**src/rtl/serial_fsub_if.sv**
```systemverilog
// serial_fsub_if: start/busy/done handshake, operands and result of the serial subtractor
interface serial_fsub_if #(parameter int W = 8);
    logic         start;
    logic [W-1:0] a;
    logic [W-1:0] b;
    logic         bin;
    logic         busy;
    logic         done;
    logic [W-1:0] diff;
    logic         bout;
    modport master (output start, a, b, bin, input busy, done, diff, bout);
    modport slave  (input start, a, b, bin, output busy, done, diff, bout);
endinterface

```
**src/rtl/serial_fsub.sv**
```systemverilog
// serial_fsub: bit-serial a - b - bin built on one full-subtractor cell, LSB first
module serial_fsub #(
    parameter int W = 8
) (
    input logic          clk,
    input logic          rst,
    serial_fsub_if.slave bus
);
    localparam int CW = $clog2(W) + 1;
    typedef enum logic [1:0] {IDLE, RUN, DONE} state_t;
    state_t        state_q, state_d;
    logic [W-1:0]  sa_q, sa_d, sb_q, sb_d, diff_q, diff_d;
    logic [CW-1:0] cnt_q, cnt_d;
    logic          bw_q, bw_d, bout_q, bout_d;
    logic          ai, bi, d, bw_n;
    assign ai   = sa_q[0];
    assign bi   = sb_q[0];
    assign d    = ai ^ bi ^ bw_q;
    assign bw_n = (~ai & bi) | (~ai & bw_q) | (bi & bw_q);
    always_comb begin
        state_d = state_q;
        sa_d    = sa_q;
        sb_d    = sb_q;
        diff_d  = diff_q;
        cnt_d   = cnt_q;
        bw_d    = bw_q;
        bout_d  = bout_q;
        if (state_q == RUN) begin
            sa_d   = sa_q >> 1;
            sb_d   = sb_q >> 1;
            diff_d = {d, diff_q[W-1:1]};
            bw_d   = bw_n;
            cnt_d  = cnt_q + CW'(1);
            if (cnt_q == CW'(W - 1)) begin
                state_d = DONE;
                bout_d  = bw_n;
            end
        end else if (bus.start) begin
            sa_d    = bus.a;
            sb_d    = bus.b;
            bw_d    = bus.bin;
            cnt_d   = '0;
            state_d = RUN;
        end else begin
            state_d = IDLE;
        end
    end
    always_ff @(posedge clk) begin
        if (rst) begin
            state_q <= IDLE;
            sa_q    <= '0;
            sb_q    <= '0;
            diff_q  <= '0;
            cnt_q   <= '0;
            bw_q    <= 1'b0;
            bout_q  <= 1'b0;
        end else begin
            state_q <= state_d;
            sa_q    <= sa_d;
            sb_q    <= sb_d;
            diff_q  <= diff_d;
            cnt_q   <= cnt_d;
            bw_q    <= bw_d;
            bout_q  <= bout_d;
        end
    end
    assign bus.busy = (state_q == RUN);
    assign bus.done = (state_q == DONE);
    assign bus.diff = diff_q;
    assign bus.bout = bout_q;
endmodule
```
**src/flat_wrapper.sv**
```systemverilog
// flat-port wrapper written by rule: the top's interface ports become plain ports
module serial_fsub_flat 
#(
    parameter int W = 8
)
  (clk, rst, bus_start, bus_a, bus_b, bus_bin, bus_busy, bus_done, bus_diff, bus_bout);
  serial_fsub_if #(.W(W)) bus_i ();
  input logic clk;
  input logic rst;
  input wire logic [$bits(bus_i.start)-1:0] bus_start;
  input wire logic [$bits(bus_i.a)-1:0] bus_a;
  input wire logic [$bits(bus_i.b)-1:0] bus_b;
  input wire logic [$bits(bus_i.bin)-1:0] bus_bin;
  output wire logic [$bits(bus_i.busy)-1:0] bus_busy;
  output wire logic [$bits(bus_i.done)-1:0] bus_done;
  output wire logic [$bits(bus_i.diff)-1:0] bus_diff;
  output wire logic [$bits(bus_i.bout)-1:0] bus_bout;
  assign bus_i.start = bus_start;
  assign bus_i.a = bus_a;
  assign bus_i.b = bus_b;
  assign bus_i.bin = bus_bin;
  assign bus_busy = bus_i.busy;
  assign bus_done = bus_i.done;
  assign bus_diff = bus_i.diff;
  assign bus_bout = bus_i.bout;
  serial_fsub #(.W(W)) u_core (.clk(clk), .rst(rst), .bus(bus_i));
endmodule
```
**config.mk**
```make
export PLATFORM = sky130hd
export DESIGN_NAME = serial_fsub_flat
export DESIGN_NICKNAME = d
export VERILOG_FILES = /design/src/rtl/serial_fsub_if.sv /design/src/rtl/serial_fsub.sv /design/src/flat_wrapper.sv
export SDC_FILE = /design/constraint.sdc
export NUM_CORES = 1
export LEC_CHECK = 0
export CAP_MARGIN = 20
export CORE_ASPECT_RATIO = 1.25
export CORE_MARGIN = 2
export CORE_UTILIZATION = 45
export DETAILED_ROUTE_END_ITERATION = 7
export MAX_ROUTING_LAYER = met4
export PLACE_DENSITY = 0.75
export SLEW_MARGIN = 20
export SYNTH_ARGS = -nofsm -noshare
export SYNTH_HDL_FRONTEND = slang
export SYNTH_SLANG_ARGS = --single-unit
```
**constraint.sdc**
```tcl
create_clock -name clk -period 1.6 [get_ports clk]
set_input_delay 0.32 -clock clk [delete_from_list [all_inputs] [get_ports clk]]
set_output_delay 0.32 -clock clk [all_outputs]
set_load 0.02 [all_outputs]
```
# ---- Word level (Yosys, flattened, before mapping)
# Cells that the tools add are included.
dict set report classes {
  bitwise_logic 8
  mux 11
  n_eq_ne 4
  n_addsub 1
  reduce_logical 3
}
# operator count
set op_table {}
lappend op_table {{two-way mux 7 bit} 4}
lappend op_table {{two-way mux 4 bit} 2}
lappend op_table {{adder 4 x 1 -> 4 bit, second input constant} 1}
lappend op_table {{equality test 4 x 3 -> 1 bit, second input constant} 1}
lappend op_table {{two-way mux 2 bit} 2}
lappend op_table {{bitwise AND 1 bit} 3}
lappend op_table {{two-way mux 1 bit} 3}
lappend op_table {{equality test 2 x 1 -> 1 bit, second input constant} 1}
lappend op_table {{equality test 2 bit, second input constant} 1}
lappend op_table {{inequality test 2 x 1 -> 1 bit, second input constant} 1}
lappend op_table {{OR 1 bit} 2}
lappend op_table {{AND reduction 2 bit} 1}
lappend op_table {{nonzero test 2 bit} 1}
lappend op_table {{OR reduction 2 bit} 1}
lappend op_table {{XOR 1 bit} 2}
lappend op_table {{NOT 1 bit} 1}
dict set report totals {
  word_cells 36
  reg_bits 32
  output_inout_bits 11
}

# ---- Logic depth before layout (Yosys ltp)
# Gate-level depths: netlist of the first run.
dict set report logic_depth {
  depth_word 5
  depth_mapped 6
  ltp_nobuf 4
}

# ---- Least setup slack after synthesis of the first run
# No wires, ideal clock.
dict set report synth_timing {
  kind {register -> register}
  start {reg u_core.state_q[1]}
  end {reg u_core.cnt_q[2]}
  arrival_time_ns 1.114
  setup_time_ns 0.079
  period_less_slack_ns 1.193
  path_stages_with_launch 6
  path_slack_ns 0.407
  required_ns 1.521
  path_cell_list {dfxtp_1 > nand2b_1 > buf_4 > inv_4 > mux2_4 > a211oi_2}
}
dict set report synth_between {
  elab_chain_len 2
}
# element line_no
set synth_rtl {}
lappend synth_rtl {{start: declaration} serial_fsub.sv:11} ;# state_t state_q, state_d;
lappend synth_rtl {{start signal: assignment} serial_fsub.sv:58} ;# state_q <= state_d;
lappend synth_rtl {{equality test 2 x 1 -> 1 bit (*)} serial_fsub.sv:28} ;# if (state_q == RUN) begin
lappend synth_rtl {{two-way mux 4 bit or nonzero test 2 bit (tied branches)} -}
lappend synth_rtl {{end signal: assignment} serial_fsub.sv:62} ;# cnt_q <= cnt_d;
lappend synth_rtl {{end: declaration} serial_fsub.sv:13} ;# logic [CW-1:0] cnt_q, cnt_d;
# Mark *: on every way between the ends. The rest lies on a longest branch, timed or not.
# A chain may end at the register's enable or synchronous reset.

# ---- Final worst setup path of the first run
dict set report layout_timing {
  start {reg u_core.state_q[1]}
  end {out bus_busy}
}
dict set report layout_between {
  elab_chain_len 1
}
# element line_no
set layout_rtl {}
lappend layout_rtl {{equality test 2 x 1 -> 1 bit} serial_fsub.sv:67} ;# assign bus.busy = (state_q == RUN);
lappend layout_rtl {{end: declaration} flat_wrapper.sv:14} ;# output wire logic [$bits(bus_i.busy)-1:0] bus_busy;
# Every way passes these cells.

==> results.cfg, run 1 <==
[power]
p_sw_frac = 0.257
seqPwrFrac = 0.548
p_per_area_nw_per_um2 = 910
p_switching_w = 0.000407
fin_total_pwr_w = 0.00158
pwr-share-comb = 0.147
p_int_w = 0.00118
p_leak_nw = 0.744
p_clk_frac = 0.305
vdd_ir_drop_max_mv = 0.669

[routing]
detail_route.iter0.violations = 30
drc_errors = 0
drt-total-wl_mm = 2.61
wl_per_cell_um = 12.4
antenna_left = 0
routed_via_density = 5.18
num_vias = 1093
first_pass_iters = 4

[clocking]
cts.path.max_buffers = 2
postCtsSetupRepairBufs = 0
clock-sinks = 32
clkTransAtPathRegs_ns = 0.10
h-tree-depth = 2
cts_tree = yes
numCtsBuffers = 5
clk_latency_ns = 0.33
cts-root-buf = clkbuf_4

[timing]
worst_pin_slew_ns = 0.397
hold_viol = 0
slew_violations = 0
fin_tns_setup_ns = 0
setup_violations = 0
slew-limit-headroom = 0.735
min_period_ns = 1.52
fmax_mhz = 660
setup_slack_ns = 0.0845
skew_ns = 0.00708
rsz0062_at_grt = false
finalCritPeriodShare = 0.947

[placed_design]
portBuffers = 30
place_ws_ns = 0.0902
dp.cells = 203
gp_congestion = 0.726
dp_hpwl_mm = 1.88

[critical_path]
path_class = reg2out
path_buf_inv = 2
critical-path-max-stage-delay_ns = 0.32
crit_path_end_kind = primary output
required_ns = 1.28
worstSetupStartpointType = flop
cp_max_fo = 2
crit_chain = nand2b_1 -> inv_4 -> clkdlybuf4s15_1
slowest_stage = dfxtp_1
arrival_ns = 1.20
cp_top_family = buffers and inverters

[layout]
syn_to_final_growth_pct = 29.5
final_util = 0.602
final_cell_mix = dfxtp_1, clkdlybuf4s50_1, mux2i_1
final-instance-count-excl-fill = 211
nNetsFinal = 196
antennaDiodeCount = 0
final_common_cell = dfxtp_1
drive_above_1_share = 0.0914

[die]
core_sq_um = 2890
die_h_um = 65.1
die_w_um = 52.9
io_pins = 31
rows = 22
initial_core_util = 0.465
dieArea_sq_um = 3440

[logic_synthesis]
ys_types = 23
synth_top_area_frac = 0.477
synth_nets = 164
synth_top_area_cell = dfxtp_1
netlist_area_sq_um = 1340
syn_area_per_cell_sq_um = 9.46
seq_area_frac_synth = 0.477
synthTopCellsByArea = dfxtp_1, mux2i_1, a211oi_1
yosysWarnings = 0
synth-seq-cells = 32
syn_inst = 142

[global_route]
gr-max-usage-layer = met2
grt_usage = 0.185
grt_use_met2 = 0.316
use_met3 = 0.0750
grt_pass1_wl_mm = 4.51
grt_use_met1 = 0.183
grt_overflow_total = 0
antenna_found_initial = 0
grt_max_degree = 43
first_global_vias = 1106

[min_path]
worstHoldPathType = reg2reg

[run_status]
status = finished clean

[run]
drv_cap = 0
## cell usage after synthesis (all sizes together)
library cell and instances:
dfxtp 32, clkbuf 5, fa 1, nand3 5
mux2 1, a31oi 1, inv 3, or3 1
nor3 2, buf 6, and4b 1, nor2b 2
a211oi 18, nor2 16, mux2i 18, a21oi 10
nand2 15, ha 1, nand2b 4
## state kept, by name, summed over array words and instances, names as in the netlist
| signal | flops |
|---|---|
| u_core.bus.bout | 1 |
| u_core.bus.diff | 8 |
| u_core.sa_q | 8 |
| u_core.cnt_q | 4 |
| u_core.sb_q | 8 |
| u_core.state_q | 2 |
| u_core.bw_q | 1 |
## cells by family (layout without fill, tap and decap cells)
group                      count (synthesis)  in the layout  share of synthesized area
adders and majority gates                  2              2                     0.0242
and+or+nand+nor                           46             46                      0.153
buffers and inverters                     14             47                     0.0549
AOI/OAI and AO/OA                         29             29                      0.146
DFF                                       32             32                      0.477
muxes                                     19             19                      0.145
## path summary, 6_finish.rpt
kind         depth (start not counted)  slack (ns)                from            endpoint
max reg2reg                          5        0.22   u_core.state_q[1]     u_core.cnt_q[2]
min reg2reg                          2        0.46  u_core.bus.diff[0]  u_core.bus.diff[0]
min                                  2        0.46  u_core.bus.diff[0]  u_core.bus.diff[0]
max                                  3        0.08   u_core.state_q[1]            bus_busy
## stage by stage
step / area (sq um) / hold WS (ns)
after CTS: 1740 / 0.469
final: 1740 / 0.463
after floorplan: 1340 / 0.392
after global placement: 1690 / 0.444
after detailed placement: 1690 / 0.457
after global routing: 1740 / 0.492
## cell type report
class                      count  area, sq um
clock buffer                   7         55.1
clock inverter                 1         7.51
fill                         266         1150
inverter                       3         13.8
multi-input combinational     96          629
sequential                    32          641
tap                           36         45.0
timing repair buffer          36          349
## power by group through the flow
stage | registers (W) | clock network [W] | logic [W]
CTS | 0.000868 | 0.000507 | 0.000234
global placement | 0.000883 | 0 | 0.000229
finish | 0.000867 | 0.000483 | 0.000233
floorplan | 0.000884 | 0 | 0.000141
detailed placement | 0.000886 | 0 | 0.000237
global route | 0.000873 | 0.000551 | 0.000254
## worst reg2reg max path, delay by kind of cell, from the launching register on
family	cells	cell delay, ns
multiplexers	1	0.33
flip-flops	1	0.32
buffers and inverters	2	0.29
AND/OR/NAND/NOR	1	0.19
AO/OA/AOI/OAI	1	0.19
## metal layers
metal | vias to the layer above | wire (um)
met2 | 31 | 1330
met5 | - | 0
met1 | 500 | 1130
met4 | 0 | 34
li1 | 558 | -
met3 | 4 | 113
## repair_timing
item | 4_1_cts | 5_1_grt
hold buffers | 0 | 0
resized for setup | 10 | 2
endpoints found under the setup margin | 10 | 2
Note: power is estimated with default switching activity, not from simulation.
==> run 2, diff against run 1 <==
Settings changed: CELL_PAD_IN_SITES_DETAIL_PLACEMENT set to 0, CELL_PAD_IN_SITES_GLOBAL_PLACEMENT set to 1, CORE_UTILIZATION 45 to 36, PLACE_DENSITY 0.75 to 0.79.
==> run 2 against run 1 <==
Register-to-register slack improved by 0.03 ns. Final cell count increased by 0.95%. Clock power increased by 28%. Clock skew decreased by 0.0033 ns. Flip-flop and latch count unchanged. Global-route usage decreased by 4.6 points. Sequential share of layout area decreased by 0.78 points. Via count decreased by 0.82%. Critical endpoint is now bus_diff[1].
==> results.cfg, run 2 (synthesis gave the netlist of run 1 again) <==
[run_status]
status = finished clean

[layout]
final_common_cell = dfxtp_1
antennaDiodeCount = 0
final_util = 0.502
final_cell_mix = dfxtp_1, clkdlybuf4s50_1, mux2i_1
syn_to_final_growth_pct = 32.3
nNetsFinal = 195
finalInstanceArea_sq_um = 1780
fill_cells = 354
drive_above_1_share = 0.0805

[clocking]
cts-root-buf = clkbuf_8
h-tree-depth = 2
cts_tree = yes
postCtsSetupRepairBufs = 0
clkTransAtPathRegs_ns = 0.06
cts.path.max_buffers = 2
numCtsBuffers = 5
clock-sinks = 32
ctsHoldBuffers = 0
clk_latency_ns = 0.28

[power]
p_sw_frac = 0.236
p_clk_frac = 0.361
p_int_w = 0.00131
seqPwrFrac = 0.505
p_leak_nw = 0.751
p_switching_w = 0.000406
p_per_area_nw_per_um2 = 967
pwr-share-comb = 0.134
vdd_ir_drop_max_mv = 0.550

[die]
core_sq_um = 3540
initial_core_util = 0.379
die_w_um = 58.6
rows = 24
dieArea_sq_um = 4240
io_pins = 31
die_h_um = 72.3

[timing]
hold_viol = 0
slew_violations = 0
setup_violations = 0
skew_ns = 0.00379
fmax_mhz = 642
finalCritPeriodShare = 0.973
holdWs_ns = 0.469
slew-limit-headroom = 0.741
setup_slack_ns = 0.0428
rsz0062_at_grt = false
worst_pin_slew_ns = 0.389
fin_tns_setup_ns = 0
min_period_ns = 1.56

[critical_path]
ff2ff_path_depth = 5
worstSetupStartpointType = flop
rr_endpoint = u_core.cnt_q[2]
crit_chain = clkdlybuf4s50_1
arrival_ns = 1.24
required_ns = 1.28
path_buf_inv = 1
cp_max_fo = 3
crit_path_end_kind = primary output
path_class = reg2out
critical-path-max-stage-delay_ns = 0.61
slowest_stage = clkdlybuf4s50_1
reg2reg_slack_ns = 0.25
timing.rr.start = u_core.state_q[1]
cp_top_family = buffers and inverters

[global_route]
grt_max_degree = 43
antenna_found_initial = 0
grt_usage = 0.139
first_global_vias = 1043
grt_pass1_wl_mm = 4.46
grt_overflow_total = 0

[routing]
num_vias = 1084
wl_per_cell_um = 12.0
antenna_left = 0
drc_errors = 0
first_pass_iters = 4
drt-total-wl_mm = 2.56
routed_via_density = 5.09
detail_route.iter0.violations = 29

[placed_design]
dp_hpwl_mm = 1.75
portBuffers = 30
gp_congestion = 0.682
place_ws_ns = 0.0970
placedInstanceArea_sq_um = 1680

[min_path]
min_from = u_core.bus.diff[3]
worstHoldPathType = reg2reg
hold_end = u_core.bus.diff[2]
holdPathStages = 2

[run]
drv_cap = 0
run 2: cell types whose count changed in the layout (fill, tap and decap cells not counted):
cell,previous run,this run
dlygate4sd2_1,9,2
clkdlybuf4s50_1,19,25
clkbuf_4,5,0
clkbuf_8,1,6
dlymetal6s2s_1,1,3
buf_4,5,4
clkbuf_1,1,2
clkdlybuf4s15_1,1,0
clkinvlp_4,1,0
run 2: layer usage:
| layer | global-route usage | wire length, um | vias up |
|---|---|---|---|
| li1 | - | - | 558 |
| met5 | - | 0 | - |
| met2 | 0.227 | 1170 | 21 |
| met3 | 0.0481 | 114 | 4 |
| met1 | 0.161 | 1240 | 501 |
| met4 | 0.0379 | 31 | 0 |
run 2: repair_timing:
item	in CTS	in global routing
endpoints found under the hold margin	0	0
pin swaps	0	0
setup endpoints to repair	2	3
resized for setup	2	3
run 2: stage by stage:
stage          total power [W]  std cells
2_1_floorplan          0.00103        142
3_3_place_gp           0.00111        205
3_5_place_dp           0.00112        205
4_1_cts                0.00175        213
5_1_grt                0.00181        213
6_report               0.00172        213
run 2: worst max path at each step:
stage | from | endpoint | slack, ns | cells after the start
after CTS | u_core.bus.diff[7] | bus_diff[7] | 0.03 | 1
final | u_core.bus.diff[1] | bus_diff[1] | 0.04 | 1
after global routing | u_core.bus.diff[5] | bus_diff[5] | 0.003 | 1
after floorplan | u_core.state_q[1] | u_core.cnt_q[2] | 0.41 | 5
after global placement | bus_start | u_core.cnt_q[2] | 0.10 | 4
after detailed placement | bus_start | u_core.cnt_q[2] | 0.1 | 4
run 2: cell type report:
type,count,area (sq um),area share
Multi-Input combinational cell,96,629,0.354
Timing Repair Buffer,35,355,0.200
Inverter,3,13.8,0.00774
Clock buffer,8,90.1,0.0507
Tap cell,39,48.8,0.0274
Sequential cell,32,641,0.360
run 2: power by group through the flow:
| stage | logic, W | registers [W] | clock network (W) |
|---|---|---|---|
| 2_1_floorplan | 0.000141 | 0.000884 | 0 |
| 3_3_place_gp | 0.000230 | 0.000883 | 0 |
| 3_5_place_dp | 0.000235 | 0.000884 | 0 |
| 4_1_cts | 0.000235 | 0.000867 | 0.000649 |
| 5_1_grt | 0.000256 | 0.000873 | 0.000683 |
| 6_report | 0.000231 | 0.000868 | 0.000620 |
